`src/rtl/i2s_pkg.sv`:
```
// rtl/i2s_pkg.sv - shared I2S defaults, sample-pair type and word-select polarity
package i2s_pkg;

  localparam int I2S_BITSIZE   = 24;
  localparam int I2S_SLOT_BITS = 32;
  localparam int I2S_BCLK_DIV  = 4;

  // Word-select level for the left slot; the right slot uses the inverse.
  localparam logic LRCLK_LEFT = 1'b0;

  typedef struct packed {
    logic [I2S_BITSIZE-1:0] left;
    logic [I2S_BITSIZE-1:0] right;
  } i2s_pair_t;

endpackage

```
`src/rtl/i2s_bclk_gen.sv`:
```
// rtl/i2s_bclk_gen.sv - BCLK divider with registered bclk and a fall strobe
module i2s_bclk_gen #(
  parameter int BCLK_DIV = 4
) (
  input  logic clk,
  input  logic rst_n,
  output logic bclk,
  output logic fall
);

  localparam int DIV_W = (BCLK_DIV > 2) ? $clog2(BCLK_DIV) : 1;

  logic [DIV_W-1:0] div_q, div_d;
  logic             bclk_q, bclk_d;
  logic             rise;

  // Strobes flag the clk edge at which bclk changes level.
  always_comb begin
    rise   = (div_q == DIV_W'(BCLK_DIV / 2 - 1));
    fall   = (div_q == DIV_W'(BCLK_DIV - 1));
    div_d  = fall ? '0 : div_q + 1'b1;
    bclk_d = bclk_q;
    if (rise) bclk_d = 1'b1;
    if (fall) bclk_d = 1'b0;
  end

  always_ff @(posedge clk or negedge rst_n) begin
    if (!rst_n) begin
      div_q  <= '0;
      bclk_q <= 1'b0;
    end else begin
      div_q  <= div_d;
      bclk_q <= bclk_d;
    end
  end

  assign bclk = bclk_q;

endmodule

```
`src/rtl/i2s_master_tx.sv`:
```
// rtl/i2s_master_tx.sv - I2S master transmitter: bit counter, frame buffer and serializer
module i2s_master_tx
  import i2s_pkg::*;
#(
  parameter int BITSIZE   = I2S_BITSIZE,
  parameter int BCLK_DIV  = I2S_BCLK_DIV,
  parameter int SLOT_BITS = I2S_SLOT_BITS
) (
  input  logic               clk,
  input  logic               rst_n,
  input  logic [BITSIZE-1:0] left_in,
  input  logic [BITSIZE-1:0] right_in,
  input  logic               in_valid,
  output logic               in_ready,
  output logic               bclk,
  output logic               lrclk,
  output logic               sdata,
  output logic               frame_start,
  output logic               underrun
);

  localparam int CNT_W = $clog2(2 * SLOT_BITS);
  localparam int IDX_W = (BITSIZE > 1) ? $clog2(BITSIZE) : 1;
  localparam logic [CNT_W-1:0] CNT_LAST = CNT_W'(2 * SLOT_BITS - 1);
  localparam logic [CNT_W-1:0] SLOT_LEN = CNT_W'(SLOT_BITS);
  localparam logic [CNT_W-1:0] BIT_LEN  = CNT_W'(BITSIZE);

  if ((BCLK_DIV < 2) || (BCLK_DIV % 2 != 0)) begin : g_bad_div
    $error("i2s_master_tx: BCLK_DIV must be even and >= 2");
  end
  if (SLOT_BITS < BITSIZE + 1) begin : g_bad_slot
    $error("i2s_master_tx: SLOT_BITS must be >= BITSIZE+1");
  end

  logic                   fall;
  logic [CNT_W-1:0]       bitcnt_q, bitcnt_d, cnt_nxt, pos;
  logic [2*BITSIZE-1:0]   holding_q, holding_d, active_q, active_d;
  logic                   hold_valid_q, hold_valid_d;
  logic                   lrclk_q, lrclk_d, sdata_q, sdata_d;
  logic                   frame_start_q, frame_start_d, underrun_q, underrun_d;
  logic                   in_ready_q, in_ready_d;
  logic                   wrap, right_slot;
  logic [BITSIZE-1:0]     ch_word;
  logic [IDX_W-1:0]       idx;

  i2s_bclk_gen #(.BCLK_DIV(BCLK_DIV)) u_bclk_gen (
    .clk   (clk),
    .rst_n (rst_n),
    .bclk  (bclk),
    .fall  (fall)
  );

  always_comb begin
    cnt_nxt    = (bitcnt_q == CNT_LAST) ? '0 : bitcnt_q + 1'b1;
    wrap       = fall && (bitcnt_q == CNT_LAST);
    right_slot = (cnt_nxt >= SLOT_LEN);
    pos        = right_slot ? cnt_nxt - SLOT_LEN : cnt_nxt;
    ch_word    = right_slot ? active_q[BITSIZE-1:0] : active_q[2*BITSIZE-1:BITSIZE];
    idx        = IDX_W'(BIT_LEN - pos);

    bitcnt_d      = bitcnt_q;
    lrclk_d       = lrclk_q;
    sdata_d       = sdata_q;
    frame_start_d = 1'b0;
    underrun_d    = 1'b0;
    active_d      = active_q;
    holding_d     = holding_q;
    hold_valid_d  = hold_valid_q;

    // Slot bit 0 is the one-BCLK I2S delay; bits past BITSIZE pad with zero.
    if (fall) begin
      bitcnt_d = cnt_nxt;
      lrclk_d  = right_slot ? ~LRCLK_LEFT : LRCLK_LEFT;
      sdata_d  = ((pos != '0) && (pos <= BIT_LEN)) ? ch_word[idx] : 1'b0;
    end

    // Without a fresh pair the old holding value is replayed.
    if (wrap) begin
      active_d      = holding_q;
      hold_valid_d  = 1'b0;
      underrun_d    = !hold_valid_q;
      frame_start_d = 1'b1;
    end

    // A transfer on the wrap cycle lands after the copy above, so it waits a frame.
    if (in_valid && in_ready_q) begin
      holding_d    = {left_in, right_in};
      hold_valid_d = 1'b1;
    end

    in_ready_d = !hold_valid_d;
  end

  always_ff @(posedge clk or negedge rst_n) begin
    if (!rst_n) begin
      bitcnt_q      <= '0;
      holding_q     <= '0;
      active_q      <= '0;
      hold_valid_q  <= 1'b0;
      lrclk_q       <= LRCLK_LEFT;
      sdata_q       <= 1'b0;
      frame_start_q <= 1'b0;
      underrun_q    <= 1'b0;
      in_ready_q    <= 1'b1;
    end else begin
      bitcnt_q      <= bitcnt_d;
      holding_q     <= holding_d;
      active_q      <= active_d;
      hold_valid_q  <= hold_valid_d;
      lrclk_q       <= lrclk_d;
      sdata_q       <= sdata_d;
      frame_start_q <= frame_start_d;
      underrun_q    <= underrun_d;
      in_ready_q    <= in_ready_d;
    end
  end

  assign lrclk       = lrclk_q;
  assign sdata       = sdata_q;
  assign frame_start = frame_start_q;
  assign underrun    = underrun_q;
  assign in_ready    = in_ready_q;

endmodule

```
`config.mk`:
```
export PLATFORM = sky130hd
export DESIGN_NAME = i2s_master_tx
export DESIGN_NICKNAME = d
export VERILOG_FILES = /design/src/rtl/i2s_pkg.sv /design/src/rtl/i2s_bclk_gen.sv /design/src/rtl/i2s_master_tx.sv
export SDC_FILE = /design/constraint.sdc
export NUM_CORES = 1
export LEC_CHECK = 0
export CELL_PAD_IN_SITES_DETAIL_PLACEMENT = 1
export CELL_PAD_IN_SITES_GLOBAL_PLACEMENT = 1
export CORE_AREA = 2 2 109 121
export CTS_CLUSTER_DIAMETER = 40
export DETAILED_ROUTE_END_ITERATION = 7
export DIE_AREA = 0 0 111 123
export GPL_ROUTABILITY_DRIVEN = 0
export PLACE_DENSITY = 0.77
export RECOVER_POWER = 100
export SETUP_SLACK_MARGIN = 0.1
export SYNTH_ARGS = -nofsm -noshare
export SYNTH_HDL_FRONTEND = slang
export SYNTH_HIERARCHICAL = 1
export SYNTH_SLANG_ARGS = --single-unit
```
`constraint.sdc`:
```
create_clock -name clk -period 2.93 [get_ports clk]
set_clock_uncertainty 0.15 [all_clocks]
set_input_delay 0.293 -clock clk [delete_from_list [all_inputs] [get_ports clk]]
set_output_delay 0.293 -clock clk [all_outputs]
set_load 0.01 [all_outputs]
```
Word level (Yosys, flattened, before mapping)
Cells that the tools add are included.
- equal/unequal tests: 3
- add/subtract/negate cells: 4
- reductions and logical operators: 7
- multipliers: 0
- divide/modulo/power cells: 0
- muxes and demuxes: 14
- shifts and indexed selects: 0
- bitwise operators: 0
- $lt $le $gt $ge: 3
- operator list (operator ; count):
    $mux W24 ; 1
    $mux W6 ; 2
    $mux W1 ; 9
    $add A6 B1 Y6 const B ; 1
    $eq A6 B6 Y1 const B ; 1
    $ge A6 B6 Y1 const B ; 1
    $le A6 B5 Y1 const B ; 1
    $lt A5 B6 Y1 const B ; 1
    $reduce_bool A6 Y1 ; 1
    $sub A6 B6 Y6 const B ; 1
    $bmux W1 S5 ; 1
    $sub A5 B5 Y5 const A ; 1
    $logic_and A1 B1 Y1 ; 3
    $add A2 B1 Y2 const B ; 1
    $eq A2 B1 Y1 const B ; 1
    $eq A2 B2 Y1 const B ; 1
    $logic_not A1 Y1 ; 2
    $mux W2 ; 1
    $reduce_bool A2 Y1 ; 1
- word-level logic and storage cells: 42
- ROM bits: 0
- flip-flop bits (word level): 111
- input bits: 51
- output and inout bits: 6
- memories kept: 0
- bits in latches: 0
- bits in writable memories: 0

Logic depth before layout (Yosys ltp)
Gate-level depths: netlist (run 1).
- word-level depth: 8
- depth in mapped cells: 9
- gate-level depth less buffers: 8

Hierarchy
The synthesis (run 1) kept the hierarchy.
- modules (own cells, without submodules) (module ; times used ; cells an instance ; area an instance (µm²) ; sequential area each (µm²)):
    i2s_master_tx ; 1 ; 353 ; 4724.5 ; 2703.8
    i2s_bclk_gen ; 1 ; 11 ; 137.6 ; 75.1

Worst setup path before layout (run 1)
OpenSTA, ideal clock, no wires.
- path type: register to register
- start point: reg bitcnt_q[1]
- end point: reg sdata_q (netlist: sdata)
- path slack: 0.595 ns
- setup time: 0.124 ns
- stages on the path, launching flop included: 10
- buffers on the path: 1
- data arrival time: 2.061 ns
- clock period less this slack: 2.335 ns
- required time: 2.656 ns
- cells stage by stage: dfrtp_1 -> ha_1 -> a21oi_1 -> o21ai_2 -> clkbuf_1 -> and3_4 -> a211o_1 -> a41oi_1 -> a211oi_1 -> a211o_1
- cells in the longest elaborated chain, start to end: 8
- elaborated cells between the ends (all ways): 14
- those cells by class: add/sub: 3; order compare: 2; eq/ne: 1; mux: 6; reduce/logical: 2
- RTL lines (what ; RTL line ; RTL):
    start: declaration ; i2s_master_tx.sv:36 ; logic [CNT_W-1:0] bitcnt_q, bitcnt_d, cnt_nxt, pos;
    start signal: assignment ; i2s_master_tx.sv:106 ; bitcnt_q <= bitcnt_d;
    $add A6 B1 Y6 or $eq A6 B6 Y1 (tied branches) ; i2s_master_tx.sv:54 ; cnt_nxt = (bitcnt_q == CNT_LAST) ? '0 : bitcnt_q + 1'b1;
    $mux W6 (*) ; i2s_master_tx.sv:54 ;
    $sub A6 B6 Y6 or $ge A6 B6 Y1 (tied branches) ; i2s_master_tx.sv:57, i2s_master_tx.sv:56 ;
    $mux W6 ; i2s_master_tx.sv:57 ; pos = right_slot ? cnt_nxt - SLOT_LEN : cnt_nxt;
    $sub A5 B5 Y5 ; i2s_master_tx.sv:59 ; idx = IDX_W'(BIT_LEN - pos);
    $bmux W1 S5 ; i2s_master_tx.sv:74 ; sdata_d = ((pos != '0) && (pos <= BIT_LEN)) ? ch_word[idx] : 1'b0;
    $mux W1 (implied by the code) ; i2s_master_tx.sv:74 ;
    $mux W1 (*) ; i2s_master_tx.sv:74 ;
    end signal: assignment ; i2s_master_tx.sv:111 ; sdata_q <= sdata_d;
    end: declaration ; i2s_master_tx.sv:39 ; logic lrclk_q, lrclk_d, sdata_q, sdata_d;
Every way passes the cells marked *; elsewhere a longest branch is shown, timed or not. The select of a mux whose other input is x is not followed.
A chain may end at the register's enable or synchronous reset.

Worst setup path after layout (run 1)
- start point: reg bitcnt_q[0]
- end point: reg sdata_q (netlist: sdata)
Same word-level chain as after synthesis.

==> flow_summary.toml, run 1 <==
[run_status]
status = "finished clean"

[clocking]
cts_tree = "yes"
cts-root-buf = "clkbuf_16"
clkLatencyLatePin_ns = 0.35
cts_max_level = 3
cts_buffers = 9
clk_path_buf_depth = 2
path_clk_slew_ns = 0.07
cts_sinks = 111

[critical_path]
rr_startpoint = "bitcnt_q[0]"
required_ns = 3.02
timing.rr.end = "sdata"
r2r_cells = 8
critPathCapture = "sdata"
r2r_slack_ns = 0.23
crit_path_end_kind = "register"
critPathKind = "reg2reg"
crit_arrival_ns = 2.79
startpoint_type = "register"
worstPathMaxFanout = 10
crit_start = "bitcnt_q[0]"

[place]
portBuffers = 56
placed_cell_area_um2 = 5612
place_hpwl_mm = 7.614

[cells_and_area]
fin_nets = 479
drive_gt1_frac = 0.3131
seq_area_um2 = 2780
layout_commonest_cell = "dfrtp_1"
mostFrequentLayoutCells = "dfrtp_1, mux2_2, clkdlybuf4s50_1, nand2_1, o21ai_0"
area_growth_syn_to_layout_pct = 21.85
multi_input_area_um2 = 1947
insertedDiodeCount = 0
fin_area_um2 = 5924
n_fill_cell = 1256

[die]
fp.dieW_um = 111
pin_count = 57
fp.dieArea_um2 = 13650
core_area_um2 = 12430
die_h_um = 123
initial_utilization = 0.3912
num_rows = 43

[logic_synthesis]
syn_avg_cell_area_um2 = 13.36
yosysUniqueCellTypes = 53
syn_inst = 364
syn_nets = 419
synth_area_um2 = 4862
yosysSeqAreaShare = 0.5715
synth_seq_cells = 111
yosysWarnings = 6
synthArstFlopShare = 1.000
synth_edf_count = 0
synthFlopType = "dfrtp_1"

[route]
drtIter0Drc = 159
wire_per_inst_um = 18.40
final_antenna_net_count = 0
first_pass_iters = 4
vias = 3131
wl_mm = 10.77
drcViolationCount = 0
vias_per_cell = 5.352

[pwr]
power_density_nw_per_um2 = 492.4
leakagePower_nw = 2.912
max-vdd-ir-drop_mv = 0.2633

[timing]
layout_min_cycle_time_ns = 2.704
rsz0062_at_grt = "no"
post-route-period-util = 0.9227
slew_headroom = 0.05729
drv_slew = 0
final_hold_viol_count = 0
tns_ns = 0
tightest_slew_ns = 1.414
fmax_ghz = 0.3699
setup_viol = 0

[flow_run]
maxCapViolations = 0

[worst_hold_path]
hold_class = "reg2reg"

[grt]
grt_usage = 0.1658
antenna_found_initial = 0
grt_pass1_wl_mm = 17.46
grt_pass1_vias = 3292
grt_max_degree = 54
gr-total-overflow = 0
-- routing by layer --
layer	wire length (um)	global-route usage
met3	385	0.03480
met1	4528	0.1996
met2	5568	0.2960
met5	0	0
met4	284	0.06172
-- state kept, by name, indices dropped and copies added, names as in the netlist --
register and flops:
u_bclk_gen/bclk 1, underrun 1, u_bclk_gen/div_q 2, hold_valid_q 1, frame_start 1, in_ready 1
lrclk 1, sdata 1, active_q 48, holding_q 48, bitcnt_q 6
-- metrics by stage --
step	worst slack [ns]	total power, mW	std cells	hold slack (ns)	utilization
3_3_place_gp	0.3804	1.663	569	0.2360	0.4515
4_1_cts	0.1262	2.956	585	0.2837	0.4774
6_report	0.2264	2.917	585	0.2762	0.4767
3_5_place_dp	0.1801	1.665	569	0.2417	0.4515
5_1_grt	0.1291	3.013	585	0.3050	0.4767
2_1_floorplan	0.5952	1.562	364	-0.1526	-
-- synth_stat cells (2+ instances only) --
cell type    n  area share
and2_1       2      0.0026
a211o_1      6       0.011
nand3_1      9      0.0093
mux2i_1      5       0.010
buf_2        3      0.0031
dfrtp_1    110        0.57
nor2b_1      2      0.0026
ha_1         4       0.010
o2111ai_1    2      0.0036
buf_4        3      0.0046
mux2_2      96        0.22
clkbuf_1    10      0.0077
nand2_1     21       0.016
inv_1        9      0.0069
a31oi_1      2      0.0026
xnor2_1      6       0.011
a21oi_1      8      0.0082
nor2_1       7      0.0054
a211oi_1     6      0.0093
o21ai_0     10       0.010
buf_6        3      0.0069
and3_1       9       0.012
-- critical path: stages, from the launching register on --
cell	delay [ns]
dfrtp_2	0.48
ha_2	0.26
and2_0	0.26
a21oi_2	0.31
nand2_1	0.17
a211o_1	0.30
a41oi_1	0.25
a211oi_1	0.11
a211o_1	0.29
-- power breakdown --
part / switching [mW] / leakage, nW / internal, mW
clock network: 0.536 / 0.153 / 0.748
registers: 0 / 1.53 / 1.53
logic: 0.0401 / 1.23 / 0.0615
-- kinds of logic (layout without fill, tap and decap cells) --
group,Yosys count,after routing,synth area share
multiplexers,102,102,0.2373
AO/OA/AOI/OAI,52,52,0.07540
XOR/XNOR,6,6,0.01081
flip-flops,111,111,0.5715
AND/OR/NAND/NOR,60,60,0.06459
buffers and inverters,29,93,0.03011
adder cells (fa/ha/maj),4,4,0.01029
-- area by class of cell --
type / instances / share of cell area
Inverter: 9 / 0.005702
Multi-Input combinational cell: 224 / 0.3286
Clock buffer: 10 / 0.03865
Timing Repair Buffer: 69 / 0.1107
Clock inverter: 5 / 0.01394
Sequential cell: 111 / 0.4693
Tap cell: 157 / 0.03316
-- what timing repair did --
action | in CTS | in global routing
gates resized for setup | 0 | 4
hold endpoints to repair | 50 | 0
hold buffers | 1 | 0
setup endpoints to repair | 0 | 1
setup buffers | 0 | 0
-- worst min path at each step --
stage	start	endpoint	slack, ns	depth (start not counted)
6_report	hold_valid_q	underrun	0.28	1
3_3_place_gp	rst_n	active_q[3]	0.24	1
5_1_grt	hold_valid_q	underrun	0.31	1
3_5_place_dp	rst_n	holding_q[0]	0.24	1
2_1_floorplan	rst_n	active_q[0]	-0.15	0
4_1_cts	hold_valid_q	underrun	0.28	1
(Power assumes the default switching activity.)
==> run 2: changes to the inputs <==
CORE_AREA = 3 3 110 122   (was 2 2 109 121)
DIE_AREA = 0 0 113 125   (was 0 0 111 123)
==> flow_summary.toml, run 2 (same netlist as run 1, synthesis figures left out) <==
[critical_path]
timing.rr.end = "sdata"
slowest_stage = "dfrtp_2"
worstPathMaxFanout = 10
r2r_cells = 8
crit_arrival_ns = 2.77
crit_chain = "ha_1 > and2_1 > a21o_1 > nand2_1 > a211o_1 > a41oi_1 > a211oi_1 > a211o_1"
critPathMostFrequentCell = "a211o_1"
critPathKind = "reg2reg"
cpPeakStageDelay_ns = 0.49
startpoint_type = "register"
crit_path_end_kind = "register"
r2r_slack_ns = 0.24
required_ns = 3.01
rr_startpoint = "bitcnt_q[0]"

[grt]
grt_max_degree = 63
gr-total-overflow = 0
grt_usage = 0.1551
grt_pass1_wl_mm = 17.67
antenna_found_initial = 0
grt_pass1_vias = 3506

[clocking]
cts_max_level = 3
cts_tree = "yes"
path_clk_slew_ns = 0.07
cts_sinks = 111
clk_path_buf_depth = 2
cts_buffers = 9
clkLatencyLatePin_ns = 0.34
cts-root-buf = "clkbuf_16"
postCtsSetupBuffers = 0

[die]
initial_utilization = 0.3988
fp.dieArea_um2 = 14130
fp.dieW_um = 113
pin_count = 57
core_area_um2 = 12190
num_rows = 42
die_h_um = 125

[timing]
slew_headroom = 0.1380
setup_viol = 0
drv_slew = 0
final_hold_viol_count = 0
tightest_slew_ns = 1.293
fmax_ghz = 0.3719
tns_ns = 0
layout_min_cycle_time_ns = 2.689
post-route-period-util = 0.9177
rsz0062_at_grt = "no"

[flow_run]
maxCapViolations = 0

[cells_and_area]
insertedDiodeCount = 0
fin_area_um2 = 5919
reg_top3 = "active_q (48), holding_q (48), bitcnt_q (6)"
mostFrequentLayoutCells = "dfrtp_1, mux2_2, clkdlybuf4s50_1, nand2_1, o21ai_0"
layout_commonest_cell = "dfrtp_1"
area_growth_syn_to_layout_pct = 21.74
n_fill_cell = 1274
drive_gt1_frac = 0.3091
fin_nets = 477

[pwr]
leakagePower_nw = 2.910
max-vdd-ir-drop_mv = 0.2585
power_density_nw_per_um2 = 490.0

[worst_hold_path]
min_from = "hold_valid_q"
min_delay_path_depth = 1
min_to = "underrun"
hold_class = "reg2reg"

[place]
portBuffers = 56
place_hpwl_mm = 7.602
placed_cell_area_um2 = 5593

[route]
drtIter0Drc = 133
first_pass_iters = 4
wl_mm = 10.53
vias = 3045
vias_per_cell = 5.241
wire_per_inst_um = 18.12
final_antenna_net_count = 0
drcViolationCount = 0

[run_status]
status = "finished clean"
[run 2: how the worst max path moves through the flow]
stage / startpoint / endpoint / slack, ns / cells past startpoint
floorplan: bitcnt_q[1] / sdata / 0.60 / 9
global placement: bitcnt_q[0] / sdata / 0.36 / 8
detailed placement: bitcnt_q[0] / sdata / 0.21 / 8
CTS: bitcnt_q[0] / sdata / 0.18 / 8
global route: bitcnt_q[0] / active_q[40] / 0.07 / 8
finish: bitcnt_q[0] / sdata / 0.24 / 8
[run 2: metal layers]
layer	vias to the layer above	GRT usage	routed length (um)
met5	-	0	0
met4	0	0.05587	187
met3	12	0.02030	271
met2	50	0.2615	5573
met1	1551	0.2048	4493
li1	1432	-	-
[run 2: final cells by class]
class	instances	area [um^2]	area share
Clock buffer	11	252.7	0.04270
Tap cell	154	192.7	0.03255
Multi-Input combinational cell	224	1953	0.3300
Sequential cell	111	2780	0.4697
Inverter	9	33.78	0.005707
Timing Repair Buffer	67	641.9	0.1084
Clock inverter	5	65.06	0.01099
[run 2: timing repair]
item	in CTS	in global routing
endpoints found under the hold margin	49	0
gates resized for setup	0	5
hold buffers	1	0
endpoints found under the setup margin	0	1
[run 2: report_power, final]
| part | switching (mW) | internal (mW) | total [mW] |
|---|---|---|---|
| clock | 0.552 | 0.718 | 1.27 |
| sequential | 0 | 1.53 | 1.53 |
| combinational | 0.0388 | 0.0610 | 0.0998 |
[run 2: worst max-delay path: cells and delay by family (launching register included)]
family                     cells  cell delay, ns
adders and majority gates      1            0.34
DFF                            1            0.49
AOI/OAI and AO/OA              5            1.13
and+or+nand+nor                2            0.47
[run 2: through the flow]
step / power (mW) / utilization / setup WS (ns) / hold slack [ns] / std cells
floorplan: 1.562 / - / 0.5952 / -0.1526 / 364
global placement: 1.661 / 0.4587 / 0.3649 / 0.2221 / 564
detailed placement: 1.664 / 0.4587 / 0.2082 / 0.2211 / 564
CTS: 2.940 / 0.4856 / 0.1762 / 0.2969 / 581
global route: 3.016 / 0.4855 / 0.07495 / 0.3325 / 581
finish: 2.901 / 0.4855 / 0.2412 / 0.2951 / 581
==> run 3: changes to the inputs <==
REMOVE_ABC_BUFFERS = 1   (was unset)
==> flow_summary.toml, run 3 (same netlist as run 1, synthesis figures left out) <==
[timing]
tightest_slew_ns = 1.587
slew_headroom = -0.05774
setup_viol = 0
final_hold_viol_count = 0
layout_min_cycle_time_ns = 2.716
post-route-period-util = 0.9268
timing.hold.ws_ns = 0.2814
drv_slew = 31
fmax_ghz = 0.3682
rsz0062_at_grt = "no"
tns_ns = 0

[cells_and_area]
drive_gt1_frac = 0.3132
insertedDiodeCount = 0
reg_top3 = "active_q (48), holding_q (48), bitcnt_q (6)"
mostFrequentLayoutCells = "dfrtp_1, mux2_2, clkdlybuf4s50_1, nand2_1"
fin_nets = 481
fin_util = 0.4833
n_fill_cell = 1298
layout_commonest_cell = "dfrtp_1"
area_growth_syn_to_layout_pct = 21.18

[pwr]
power.share.sequential = 0.553
p_comb_frac = 0.035
switching_share = 0.2085
clkPwrFrac = 0.412
leakagePower_nw = 2.887
p_int_mw = 2.191
power_density_nw_per_um2 = 469.9
p_switching_uw = 577.3
max-vdd-ir-drop_mv = 0.2239

[critical_path]
rr_startpoint = "bitcnt_q[0]"
worstPathMaxFanout = 10
critPathKind = "reg2reg"
crit_path_end_kind = "register"
crit_chain = "ha_2 > and2_0 > a21oi_2 > buf_4 > nor2_1 > a31oi_1 > o211ai_1 > a211oi_1 > a211o_1"
timing.rr.end = "sdata"
crit_family = "compound AO/OA/AOI/OAI gates"
required_ns = 3.01
startpoint_type = "register"
slowest_stage = "dfrtp_1"
crit_arrival_ns = 2.80
r2r_slack_ns = 0.21
worst-path-buf-inv = 1
r2r_cells = 9
cpPeakStageDelay_ns = 0.54

[route]
vias = 3045
final_antenna_net_count = 0
first_pass_iters = 4
vias_per_cell = 5.205
drcViolationCount = 0
drtIter0Drc = 108
wire_per_inst_um = 17.45
wl_mm = 10.21

[die]
core_area_um2 = 12190
die_h_um = 125
fp.dieW_um = 113
initial_utilization = 0.3988
pin_count = 57
num_rows = 42
fp.dieArea_um2 = 14130

[grt]
antenna_found_initial = 0
grt_usage = 0.1561
grt_pass1_vias = 3411
busiest_layer = "met2"
grt_max_degree = 37
gr-total-overflow = 0
met2_usage = 0.2650
grtUsageMet3 = 0.03093
grt_pass1_wl_mm = 17.62
grt.met1_usage = 0.1965

[clocking]
cts-root-buf = "clkbuf_16"
cts_sinks = 111
path_clk_slew_ns = 0.07
cts_buffers = 9
clk_path_buf_depth = 2
clkLatencyLatePin_ns = 0.34
cts_max_level = 3
cts_tree = "yes"

[place]
portBuffers = 56
place_hpwl_mm = 7.752

[worst_hold_path]
hold_class = "reg2reg"
min_to = "underrun"
min_from = "hold_valid_q"
min_delay_path_depth = 1

[run_status]
status = "finished with violations"
failed_checks = "capacitance limit, slew limit"

[flow_run]
maxCapViolations = 1
-- run 3: cell count changes in the layout (fill, tap and decap cells not counted), sizes merged --
cell      change
buf           +3
clkinvlp      +4
bufinv        -1
clkinv        -2
-- run 3: power groups by stage --
stage | combinational [mW] | clock, mW | sequential (mW)
2_1_floorplan | 0.000721 | 0 | 1.56
3_3_place_gp | 0.100 | 0 | 1.56
3_5_place_dp | 0.102 | 0 | 1.56
4_1_cts | 0.104 | 1.19 | 1.53
5_1_grt | 0.109 | 1.25 | 1.53
6_report | 0.0976 | 1.14 | 1.53
-- run 3: repair_timing --
action	CTS	global route
setup endpoints to repair	0	1
endpoints found under the hold margin	33	0
setup buffers	0	0
resized for setup	0	4
hold buffers	1	0
-- run 3: worst max-delay path by stage --
stage | startpoint | endpoint | slack (ns) | cells past startpoint
floorplan | bitcnt_q[0] | active_q[16] | 0.08 | 7
global placement | bitcnt_q[0] | sdata | 0.30 | 8
detailed placement | bitcnt_q[0] | sdata | 0.22 | 8
CTS | bitcnt_q[0] | sdata | 0.21 | 8
global route | bitcnt_q[0] | sdata | 0.07 | 9
finish | bitcnt_q[0] | sdata | 0.21 | 9
-- run 3: stage by stage --
stage	power, mW	instance area, um^2	std cells	worst slack [ns]
2_1_floorplan	1.562	4750	344	0.07664
3_3_place_gp	1.661	5635	568	0.3004
3_5_place_dp	1.663	5635	568	0.2243
4_1_cts	2.824	5928	585	0.2090
5_1_grt	2.888	5892	585	0.07265
6_report	2.769	5892	585	0.2144
-- run 3: cell type report --
class | instances | area (um^2) | share of cell area
sequential | 111 | 2779 | 0.4717
inverter | 9 | 33.78 | 0.005734
timing repair buffer | 71 | 655.6 | 0.1113
tap | 154 | 192.7 | 0.03270
multi-input combinational | 224 | 1948 | 0.3306
clock buffer | 10 | 239.0 | 0.04056
clock inverter | 6 | 43.79 | 0.007433
-- run 3: per-layer routing --
layer / routed length, um / vias to the layer above
li1: - / 1437
met1: 4445 / 1546
met2: 5247 / 45
met3: 313 / 17
met4: 200 / 0
met5: 0 / -
